## src/rtl/cu_pkg.sv

```systemverilog
// cu_pkg: opcode/func/ALU_op constants and control bundle shared by control_unit and cu_alu_dec
package cu_pkg;
  localparam logic [5:0] OP_RTYPE = 6'b000000;
  localparam logic [5:0] OP_LW    = 6'b100011;
  localparam logic [5:0] OP_SW    = 6'b101011;
  localparam logic [5:0] OP_BEQ   = 6'b000100;
  localparam logic [5:0] OP_ADDI  = 6'b001000;
  localparam logic [5:0] OP_ANDI  = 6'b001100;
  localparam logic [5:0] OP_ORI   = 6'b001101;
  localparam logic [5:0] OP_SLTI  = 6'b001010;
  localparam logic [5:0] FN_ADD = 6'b100000;
  localparam logic [5:0] FN_SUB = 6'b100010;
  localparam logic [5:0] FN_AND = 6'b100100;
  localparam logic [5:0] FN_OR  = 6'b100101;
  localparam logic [5:0] FN_SLT = 6'b101010;
  localparam logic [2:0] ALU_AND = 3'b000;
  localparam logic [2:0] ALU_OR  = 3'b001;
  localparam logic [2:0] ALU_ADD = 3'b010;
  localparam logic [2:0] ALU_SUB = 3'b110;
  localparam logic [2:0] ALU_SLT = 3'b111;
  typedef struct packed {
    logic reg_dst;
    logic reg_write;
    logic alu_src;
    logic mem_write;
    logic mem_read;
    logic mem_to_reg;
    logic branch;
  } ctrl_t;
  localparam ctrl_t CTRL_NONE = '0;
endpackage

```

## src/rtl/cu_alu_dec.sv

```systemverilog
// cu_alu_dec: maps (op, func) to ALU_op and flags legal R-type func; CU_IMM_LOGIC_EN adds andi/ori/slti
module cu_alu_dec
  import cu_pkg::*;
(
  input  logic [5:0] i_op,
  input  logic [5:0] i_func,
  output logic [2:0] o_alu_op,
  output logic       o_r_legal
);
  logic [2:0] w_r_alu;
  logic [2:0] w_i_alu;
  assign w_r_alu = i_func == FN_SUB ? ALU_SUB :
                   i_func == FN_AND ? ALU_AND :
                   i_func == FN_OR  ? ALU_OR  :
                   i_func == FN_SLT ? ALU_SLT : ALU_ADD;
  assign o_r_legal = i_func inside {FN_ADD, FN_SUB, FN_AND, FN_OR, FN_SLT};
`ifdef CU_IMM_LOGIC_EN
  assign w_i_alu = i_op == OP_ANDI ? ALU_AND :
                   i_op == OP_ORI  ? ALU_OR  :
                   i_op == OP_SLTI ? ALU_SLT : ALU_ADD;
`else
  assign w_i_alu = ALU_ADD;
`endif
  assign o_alu_op = i_op == OP_RTYPE ? w_r_alu :
                    i_op == OP_BEQ   ? ALU_SUB : w_i_alu;
endmodule

```

## src/rtl/control_unit.sv

```systemverilog
// control_unit: registered MIPS-subset main decoder; CU_IMM_LOGIC_EN enables andi/ori/slti
module control_unit
  import cu_pkg::*;
(
  input  logic       clk,
  input  logic       rst_n,
  input  logic [5:0] op,
  input  logic [5:0] func,
  output logic       RegDst,
  output logic       RegWrite,
  output logic       ALUSrc,
  output logic       MemWrite,
  output logic       MemRead,
  output logic       MemtoReg,
  output logic       Branch,
  output logic [2:0] ALU_op
);
  ctrl_t      w_ctrl;
  ctrl_t      r_ctrl;
  logic [2:0] w_alu_op;
  logic [2:0] r_alu_op;
  logic       w_r_legal;
  cu_alu_dec u_alu_dec (
    .i_op     (op),
    .i_func   (func),
    .o_alu_op (w_alu_op),
    .o_r_legal(w_r_legal)
  );
  // Unknown opcodes and illegal R-type funcs fall through to CTRL_NONE: no writes
  always_comb begin
    w_ctrl = CTRL_NONE;
    case (op)
      OP_RTYPE: if (w_r_legal) w_ctrl = '{reg_dst: 1'b1, reg_write: 1'b1, default: 1'b0};
      OP_LW:    w_ctrl = '{reg_write: 1'b1, alu_src: 1'b1, mem_read: 1'b1, mem_to_reg: 1'b1, default: 1'b0};
      OP_SW:    w_ctrl = '{alu_src: 1'b1, mem_write: 1'b1, default: 1'b0};
      OP_BEQ:   w_ctrl = '{branch: 1'b1, default: 1'b0};
      OP_ADDI:  w_ctrl = '{reg_write: 1'b1, alu_src: 1'b1, default: 1'b0};
`ifdef CU_IMM_LOGIC_EN
      OP_ANDI, OP_ORI, OP_SLTI: w_ctrl = '{reg_write: 1'b1, alu_src: 1'b1, default: 1'b0};
`endif
      default:  w_ctrl = CTRL_NONE;
    endcase
  end
  always_ff @(posedge clk) begin
    if (!rst_n) begin
      r_ctrl   <= CTRL_NONE;
      r_alu_op <= 3'b000;
    end else begin
      r_ctrl   <= w_ctrl;
      r_alu_op <= w_alu_op;
    end
  end
  assign RegDst   = r_ctrl.reg_dst;
  assign RegWrite = r_ctrl.reg_write;
  assign ALUSrc   = r_ctrl.alu_src;
  assign MemWrite = r_ctrl.mem_write;
  assign MemRead  = r_ctrl.mem_read;
  assign MemtoReg = r_ctrl.mem_to_reg;
  assign Branch   = r_ctrl.branch;
  assign ALU_op   = r_alu_op;
endmodule

```

## config.mk

```make
export PLATFORM = sky130hd
export DESIGN_NAME = control_unit
export DESIGN_NICKNAME = d
export VERILOG_FILES = /design/src/rtl/cu_pkg.sv /design/src/rtl/cu_alu_dec.sv /design/src/rtl/control_unit.sv
export SDC_FILE = /design/constraint.sdc
export NUM_CORES = 1
export LEC_CHECK = 0
export ABC_AREA = 1
export ABC_CLOCK_PERIOD_IN_PS = 1000
export CAP_MARGIN = 10
export CORE_MARGIN = 2
export CORE_UTILIZATION = 30
export CTS_CLUSTER_DIAMETER = 60
export CTS_CLUSTER_SIZE = 28
export DETAILED_ROUTE_END_ITERATION = 10
export GPL_TIMING_DRIVEN = 0
export PLACE_DENSITY = 0.71
export SLEW_MARGIN = 20
export SYNTH_ARGS = -nofsm -noshare
export SYNTH_HDL_FRONTEND = slang
export SYNTH_HIERARCHICAL = 1
export SYNTH_SLANG_ARGS = --single-unit
```

## constraint.sdc

```tcl
create_clock -name clk -period 1 [get_ports clk]
set_input_delay 0.25 -clock clk [delete_from_list [all_inputs] [get_ports clk]]
set_output_delay 0.25 -clock clk [all_outputs]
set_load 0.005 [all_outputs]
```

==> results.py <==
metrics = {
    "status": {
        "outcome": "completed",
    },
    "clock_network": {
        "cts_buffers": 3,
        "clock_path_buffers": 2,
        "postCtsSetupBuffers": 0,
        "h-tree-depth": 1,
        "ctsRootBufferMaster": "clkbuf_4",
        "clk_pin_slew_ns": 0.05,
        "cts_tree": "built",
        "cts.sinks": 9,
    },
    "power": {
        "switching_share_pct": 23.15,
        "power.density_mw_per_mm2": 1094,
        "pwr-share-comb_pct": 14.4,
        "p_clk_share_pct": 35.9,
        "power_leakage_nw": 0.4052,
        "seqPwrFrac_pct": 49.7,
        "ir_drop_uv": 288.0,
        "switchingPower_mw": 0.1696,
        "p_int_mw": 0.5631,
    },
    "yosys": {
        "syn-cell-area_um2": 452.9,
        "syn_area_per_cell_um2": 6.470,
        "synth-seq-cells": 9,
        "synthTopCellsByArea": "dfxtp_1 40%, inv_1 14%, nand2_1 11%",
        "syn_nets": 84,
        "synth_cells": 70,
        "synth_common_cells": "17 x inv_1, 13 x nand2_1, 11 x nor2_1",
        "synth_cell_types": 14,
        "seq_area_frac_synth_pct": 39.78,
        "yosysWarnings": 6,
        "ys_async_sr_fraction_pct": 0,
        "synth_ff_type": "dfxtp_1",
        "yosys.cell_count.top_type": "inv_1",
        "synth_top_area_share_pct": 39.78,
        "synth_top_area_cell": "dfxtp_1",
        "synth_edf_count": 0,
    },
    "sta": {
        "period_share_pct": 94.37,
        "fmax_mhz": 1060,
        "fin_ws_ns": 0.05632,
        "worstMarginPinSlew_ns": 0.2426,
        "worst_slew_margin_rel_pct": 83.80,
        "rsz0062_at_grt": "false",
        "min_period_ns": 0.9437,
        "whs_ns": 0.3460,
        "setup_viol": 0,
        "slew_violations": 0,
        "fin_tns_setup_ns": 0,
        "finalHoldViolCount": 0,
    },
    "drt": {
        "wl_um": 876,
        "drt_iter0_drc": 4,
        "wire_per_inst_um": 7.821,
        "drc": 0,
        "drtAntennaViolNets": 0,
        "drt_first_pass_iters": 2,
        "viasPerCell": 4.411,
        "vias": 494,
    },
    "grt": {
        "grt_pass1_wl_mm": 1.587,
        "grt_remaining_overflow": 0,
        "antenna_found_initial": 0,
        "grt_pass1_vias": 427,
        "grt.total_usage_pct": 11.83,
        "grt_max_degree": 8,
    },
    "critical_path": {
        "critPathLaunchType": "input port",
        "critPathBufInv": 2,
        "path_class": "input port to flip-flop",
        "startpoint": "op[0]",
        "crit_chain": "dlygate4sd2_1 > nor2_2 > nand4_1 > or2_1 > nand2_1 > inv_1",
        "critPathMaxStageDelay_ns": 0.27,
        "cp_data_arrival_time_ns": 1.09,
        "cp_max_fo": 3,
        "path_delay_family": "simple AND/OR/NAND/NOR gates",
        "slowest_stage": "dlygate4sd2_1",
        "end_kind": "flip-flop",
        "worstPathRequired_ns": 1.15,
    },
    "layout": {
        "layout.nets": 111,
        "stdcell_count": 112,
        "drive_gt1_share_pct": 28.13,
        "antenna_cells": 0,
        "area_delta_synth_final_pct": 47.79,
        "final_core_util_pct": 46.04,
        "fillerInstances": 159,
    },
    "die": {
        "die_area_mm2": 0.001837,
        "die_y_um": 42.86,
        "rows": 14,
        "io_pins": 24,
        "die_w_um": 42.86,
        "core_area_mm2": 0.001454,
        "initial_utilization_pct": 31.15,
    },
    "flow_run": {
        "cap_violations": 0,
    },
    "hold_path": {
        "worstHoldStart": "rst_n",
        "min_path_type": "input port to flip-flop",
    },
    "placed_design": {
        "dp_slack_ns": -0.4959,
        "gp_congestion": 0.8025,
        "portBuffers": 23,
        "place_inst": 109,
        "dp_hpwl_um": 734.2,
    },
}
==> placed cells by master (no fill, tap or decap), types with 2 or more instances in the layout <==
master / instances
nand3_1: 7
clkbuf_2: 4
nand2_1: 13
a21oi_1: 2
clkbuf_4: 3
buf_2: 9
nand4_1: 2
inv_1: 15
inv_2: 2
dlygate4sd2_1: 6
nor2_1: 9
clkdlybuf4s15_1: 2
dfxtp_1: 8
nor2_2: 4
==> tightest hold or removal path, delay by kind of cell <==
kind                   cells  cell delay, ns
and+or+nand+nor            1            0.08
buffers and inverters      2            0.22
==> state kept, by name, indices dropped and copies added, names as in the netlist <==
name	flops
ALUSrc	1
Branch	1
RegWrite	1
MemRead	1
RegDst	1
ALU_op	3
MemWrite	1
==> stage by stage <==
step | total power [mW] | cell area [µm²]
6_report | 0.7326 | 669.4
5_1_grt | 0.7960 | 669.4
4_1_cts | 0.7475 | 680.7
3_5_place_dp | 0.4950 | 703.2
3_3_place_gp | 0.4928 | 703.2
2_1_floorplan | 0.4147 | 452.9
==> cell families (layout without fill, tap and decap cells) <==
| kind of cell | Yosys count | count (layout) | synth area share (%) |
|---|---|---|---|
| AOI/OAI and AO/OA | 2 | 2 | 2.210 |
| buffers and inverters | 18 | 44 | 15.75 |
| DFF | 9 | 9 | 39.78 |
| and+or+nand+nor | 41 | 41 | 42.27 |
==> routing by layer <==
layer	routed length (µm)	global-route usage (%)	vias to the layer above
li1	-	-	262
met1	326	12.18	213
met2	440	19.39	17
met3	86	3.830	2
met4	23	9.375	0
met5	0	0	-
==> what timing repair did <==
item                                   CTS  global route
endpoints found under the hold margin    0             0
setup endpoints to repair               16             3
hold buffers                             0             0
pin swaps                                5             7
resized for setup                       57            13
==> worst paths after layout <==
kind                              endpoint  slack [ns]  cells past startpoint
worst max-delay path  ALU_op[1]$_SDFF_PN0_        0.06                      6
worst min-delay path  ALU_op[1]$_SDFF_PN0_        0.35                      3
==> cell type report <==
type	count	area, µm²	share of cell area, %
repair buffers	23	161.4	24.11
multi-input cells	43	216.5	32.34
clock buffers	4	26.28	3.925
flip-flops and latches	9	181.4	27.10
well taps	16	20.02	2.991
inverters	17	63.81	9.533
==> power groups by stage <==
stage / Combinational (mW) / Clock (mW) / Sequential, mW
3_3_place_gp: 0.121 / 0 / 0.372
3_5_place_dp: 0.123 / 0 / 0.372
6_report: 0.106 / 0.263 / 0.364
2_1_floorplan: 0.0421 / 0 / 0.373
5_1_grt: 0.120 / 0.312 / 0.364
4_1_cts: 0.107 / 0.277 / 0.364
Note: power is estimated with default switching activity, not from simulation.
